`config.mk`:
```
export PLATFORM = sky130hd
export DESIGN_NAME = uart_rx_calc
export DESIGN_NICKNAME = d
export VERILOG_FILES = /design/src/rtl/calc_uart_pkg.sv /design/src/rtl/sync_2ff.sv /design/src/rtl/uart_rx_calc.sv
export SDC_FILE = /design/constraint.sdc
export NUM_CORES = 1
export LEC_CHECK = 0
export CELL_PAD_IN_SITES_DETAIL_PLACEMENT = 1
export CELL_PAD_IN_SITES_GLOBAL_PLACEMENT = 2
export CORE_AREA = 2 2 84 86
export CTS_BUF_LIST = sky130_fd_sc_hd__clkbuf_16
export DETAILED_ROUTE_END_ITERATION = 10
export DIE_AREA = 0 0 86 88
export PLACE_DENSITY_LB_ADDON = 0.1
export RECOVER_POWER = 25
export SKIP_CTS_REPAIR_TIMING = 1
export SYNTH_ARGS = -nofsm -noshare
export SYNTH_HDL_FRONTEND = slang
export SYNTH_SLANG_ARGS = --single-unit
export TNS_END_PERCENT = 30
```
`constraint.sdc`:
```
create_clock -name clk -period 2.2 [get_ports clk]
set_clock_uncertainty 0.05 [all_clocks]
set_input_delay 0.44 -clock clk [delete_from_list [all_inputs] [get_ports clk]]
set_output_delay 0.44 -clock clk [all_outputs]
set_load 0.05 [all_outputs]
```
`src/rtl/calc_uart_pkg.sv`:
```
// calc_uart_pkg: shared UART state encodings, frame constants and bit-timing derivation
// Shared by uart_rx_calc and transmitter_calc.
//   state_t        : IDLE / START / DATA / STOP
//   DATA_BITS      : data bits per frame (8, LSB first)
//   STOP_BITS      : stop bits per frame (1)
//   clks_per_bit() : CLK_FREQ/BIT_RATE (integer division)
//   half_bit()     : clks_per_bit()/2, the offset to the middle of the start bit
`timescale 1ns/1ps
package calc_uart_pkg;
  typedef enum logic [1:0] {IDLE, START, DATA, STOP} state_t;
  localparam int DATA_BITS = 8;
  localparam int STOP_BITS = 1;
  function automatic int clks_per_bit(input int clk_freq, input int bit_rate);
    return clk_freq / bit_rate;
  endfunction
  function automatic int half_bit(input int clk_freq, input int bit_rate);
    return clks_per_bit(clk_freq, bit_rate) / 2;
  endfunction
endpackage

```
`src/rtl/sync_2ff.sv`:
```
// sync_2ff: 1-bit two-flop synchronizer with parameterized reset value
//   clk   : destination clock
//   reset : asynchronous active-low reset; both flops load RST_VAL
//   d     : asynchronous input
//   q     : synchronized output, 2 cycles of latency
`timescale 1ns/1ps
module sync_2ff #(
  parameter logic RST_VAL = 1'b0
) (
  input  logic clk,
  input  logic reset,
  input  logic d,
  output logic q
);
  logic meta;
  always_ff @(posedge clk or negedge reset)
    if (!reset) begin
      meta <= RST_VAL;
      q    <= RST_VAL;
    end else begin
      meta <= d;
      q    <= meta;
    end
endmodule

```
`src/rtl/uart_rx_calc.sv`:
```
// uart_rx_calc: 8N1 UART receiver with valid/ready output, frame error and overrun pulses
//   clk       : system clock
//   reset     : asynchronous active-low reset
//   rxd_pin   : asynchronous serial line, idle high
//   rx_data   : last correctly received byte
//   rx_valid  : rx_data holds an unconsumed byte
//   rx_ready  : consumer accepts rx_data when rx_valid & rx_ready
//   frame_err : one-cycle pulse, stop bit sampled low
//   overrun   : one-cycle pulse, byte dropped because rx_valid was still held
//   busy      : receiver is inside a frame
`timescale 1ns/1ps
module uart_rx_calc #(
  parameter int CLK_FREQ = 100000000,
  parameter int BIT_RATE = 9600
) (
  input  logic       clk,
  input  logic       reset,
  input  logic       rxd_pin,
  output logic [7:0] rx_data,
  output logic       rx_valid,
  input  logic       rx_ready,
  output logic       frame_err,
  output logic       overrun,
  output logic       busy
);
  import calc_uart_pkg::*;
  localparam int CPB  = clks_per_bit(CLK_FREQ, BIT_RATE);
  localparam int HALF = half_bit(CLK_FREQ, BIT_RATE);
  localparam int CW   = $clog2(CPB) + 1;
  localparam int IW   = $clog2(DATA_BITS);
  state_t state, next;
  logic rx_s, rx_d, fall, tick, stop_tick, stop_ok;
  logic [CW-1:0] cnt;
  logic [IW-1:0] idx;
  logic [DATA_BITS-1:0] shift;
  sync_2ff #(.RST_VAL(1'b1)) u_sync (.clk(clk), .reset(reset), .d(rxd_pin), .q(rx_s));
  assign fall      = rx_d & ~rx_s;
  // START waits half a bit to land mid start bit; every later sample is a full bit apart
  assign tick      = (state == START) ? (cnt == CW'(HALF - 1)) : (cnt == CW'(CPB - 1));
  assign stop_tick = (state == STOP) && tick;
  assign stop_ok   = stop_tick & rx_s;
  always_ff @(posedge clk or negedge reset)
    if (!reset) state <= IDLE;
    else state <= next;
  always_comb begin
    next = state;
    case (state)
      IDLE:    next = fall ? START : IDLE;
      START:   next = tick ? (rx_s ? IDLE : DATA) : START;
      DATA:    next = (tick && idx == IW'(DATA_BITS - 1)) ? STOP : DATA;
      default: next = tick ? IDLE : STOP;
    endcase
  end
  always_comb busy = (state != IDLE);
  always_ff @(posedge clk or negedge reset)
    if (!reset) begin
      rx_d      <= 1'b1;
      cnt       <= '0;
      idx       <= '0;
      shift     <= '0;
      rx_data   <= '0;
      rx_valid  <= 1'b0;
      frame_err <= 1'b0;
      overrun   <= 1'b0;
    end else begin
      rx_d      <= rx_s;
      cnt       <= (state == IDLE || tick) ? '0 : cnt + CW'(1);
      idx       <= (state != DATA) ? '0 : tick ? idx + IW'(1) : idx;
      if (state == DATA && tick) shift[idx] <= rx_s;
      frame_err <= stop_tick & ~rx_s;
      overrun   <= stop_ok & rx_valid & ~rx_ready;
      // a handshake in the stop-sample cycle frees the slot, so the new byte still lands
      if (stop_ok & (~rx_valid | rx_ready)) begin
        rx_data  <= shift;
        rx_valid <= 1'b1;
      end else if (rx_ready) rx_valid <= 1'b0;
    end
endmodule

```
==> impl_metrics.ini <==
[run_status]
run_status = complete, no violations

[detailed_routing]
routed_wire_length_per_instance_microns = 15.0
detailedRoute.firstIterationViolations = 29
final_wirelength_microns = 4210
drt_pass1_iterations = 4
drt-vias-per-instance = 4.85
dr_total_vias = 1357
drcViolationCount = 0
route.antenna.remaining_nets = 0

[layout]
fin_nets = 206
area.growth.synth_to_final_pct = 24.3
design_area_sq_um = 2420
diodes = 0
final_cell_mix = dfrtp_1 (39), nor2_1 (19), mux2_2 (16)
layout_commonest_cell = dfrtp_1
fillCellCount = 724
sequential_cell_area_sq_um = 1050
multiInputGateArea_sq_um = 856
post_route_cells_drive_above_1_share_pct = 24.0

[sta]
worst-slew-pin-transition_ps = 820
finalSetupViolCount = 0
final_period_minus_worst_setup_slack_ps = 1990
post_route_setup_tns_ps = 0
timing_limited_maximum_frequency_mhz = 503
slew_viol_final = 0
final-hold-violation-count = 0
layout_worst_path_cycle_share_pct = 90.4
rsz0062_at_grt = no
relSlewSlack_pct = 45.4

[worst_setup_path]
worstSetupPathType = reg2reg
cp_max_fo = 8
arrival_time_reported_for_the_critical_path_endpoint_ps = 2100
worst_setup_path_start_kind = flop
r2r.worst_path.cells = 6
worst_path_max_delay_cell = dfrtp_1
worstSetupEndpointType = flop
crit_top_cell = buf_4
cp_num_buf_inv = 2
critical_path.max_stage_delay_ps = 370
cp.required_ps = 2310
timing.critical_path.max_delay_family = simple AND/OR/NAND/NOR gates
r2r-start = cnt[6]
r2r_end = rx_data[4]
crit_path_cell_trace = nand4b_1 -> or2_1 -> buf_4 -> nor4_4 -> buf_4 -> mux2_2
r2r_slack_ps = 210

[yosys]
synth_cells = 169
synth_area_sq_um = 1950
yosysTopAreaCellShare_pct = 50.1
synth_seq_area_share_pct = 54.1
yosys-top-cells-area = dfrtp_1 (50%), mux2_2 (9.2%), xor2_1 (4.9%), dfstp_2 (4.0%), nor2_1 (3.7%)
syn_nets = 176
synth_warnings = 0
post_synth.cell_area_avg_sq_um = 11.5
post-synth-top-area-cell = dfrtp_1
synth-seq-cells = 42
yosys.cell_types.count = 36

[global_route]
grt_pass1_vias = 1449
grt_antenna_before_repair = 0
pin_count_of_the_biggest_net_entering_global_routing = 36
grt_remaining_overflow = 0
globalRouteTotalUtil_pct = 12.6
grt_pass1_wl_microns = 7300

[pwr]
p_per_area_nw_per_um2 = 807
worst_vdd_drop_mv = 0.323
power.leakage_nw = 1.10

[cts]
ctsRootBufferMaster = clkbuf_16
clk_pin_slew_ps = 60
cts_max_level = 2
clkSinkCount = 42
clk_path_buf_depth = 2
clock_insertion_delay_worst_skew_ps = 280
clock_buffer_count_from_cts = 5
clock_tree_from_tritoncts = built

[floorplanning]
die_x_microns = 86
floorplan.die.height_microns = 88
fp.dieArea_sq_um = 7570
rows = 30
io_pins = 16
initial_utilization_pct = 29.3
design.core.area_sq_um = 6640

[worst_hold_path]
hold_class = in2async

[place]
final_weighted_congestion_in_routability_driven_placement = 0.746
post-dp-hpwl_microns = 3040
io_buffers = 15
placed_area_sq_um = 2260

[flow_run]
max-cap-violations = 0
==> worst max-delay path by stage <==
stage           start         end  slack [ps]  cells past startpoint
2_1_floorplan  cnt[6]    shift[6]         160                      6
3_3_place_gp   cnt[5]  rx_data[6]         200                      6
3_5_place_dp   cnt[2]  rx_data[4]         190                      5
4_1_cts        cnt[2]  rx_data[4]         180                      5
5_1_grt        cnt[0]    shift[1]          70                      7
6_report       cnt[6]  rx_data[4]         210                      6
==> power by group <==
group / internal (mW) / leakage [nW] / switching (mW) / total [mW]
Sequential: 0.824 / 0.566 / 0.0537 / 0.878
Combinational: 0.118 / 0.446 / 0.145 / 0.263
Clock: 0.527 / 0.0864 / 0.286 / 0.813
Total: 1.47 / 1.10 / 0.485 / 1.95
==> flip-flops by register name, indices dropped and copies added, names as in the netlist <==
register and count:
overrun 1, shift 8, rx_data 8, frame_err 1, cnt 15, u_sync.meta 1
u_sync.q 1, rx_d 1, idx 3, state 2, rx_valid 1
==> synth_stat cells <==
library cell / count
nand4_1: 4
a221oi_1: 1
or3_2: 1
nor3_1: 2
o21bai_1: 1
nor2_1: 19
or2_1: 1
nand4_2: 1
nor4_4: 2
o21ai_0: 3
nand2b_1: 2
nand4b_1: 1
nand3_1: 11
nand3b_1: 2
nor4bb_1: 1
a31oi_1: 2
or3_4: 1
clkbuf_1: 4
buf_6: 1
nor3b_2: 3
and2b_2: 1
nor2b_1: 2
dfrtp_1: 39
ha_1: 3
a21oi_1: 2
and3_1: 3
xnor2_1: 3
nor4_1: 1
dfstp_2: 3
nand2_1: 15
a22oi_1: 1
xor2_1: 11
and4_1: 2
inv_1: 3
mux2_2: 16
o31a_1: 1
==> layer usage <==
layer | vias to the layer above | track usage [%] | wire length (microns)
li1 | 650 | - | -
met1 | 688 | 15.3 | 1880
met2 | 14 | 21.4 | 2170
met3 | 5 | 3.49 | 104
met4 | 0 | 4.47 | 59
met5 | - | 0 | 0
==> final cells by class <==
cell class	instances	share of cell area, %
flip-flops and latches	42	43.6
multi-input cells	119	35.3
repair buffers	28	9.77
clock buffers	5	5.17
well taps	80	4.13
clock inverters	3	1.55
inverters	3	0.465
==> kinds of logic after synthesis <==
family,Yosys count,share of synthesized area [%]
AO/OA/AOI/OAI,11,3.60
adder cells (fa/ha/maj),3,1.93
flip-flops,42,54.1
multiplexers,16,9.25
buffers and inverters,8,1.93
AND/OR/NAND/NOR,75,22.9
XOR/XNOR,14,6.29
==> stage by stage <==
stage | utilization [%] | power, mW | hold WS (ps) | setup WS [ps] | cells
floorplan | - | 1.03 | 94.4 | 162 | 169
global placement | 34.0 | 1.16 | 295 | 203 | 272
detailed placement | 34.0 | 1.16 | 299 | 185 | 272
CTS | 36.5 | 2.00 | 220 | 175 | 280
global route | 36.4 | 2.06 | 256 | 69.0 | 280
finish | 36.4 | 1.95 | 202 | 211 | 280
(Power assumes the default switching activity.)
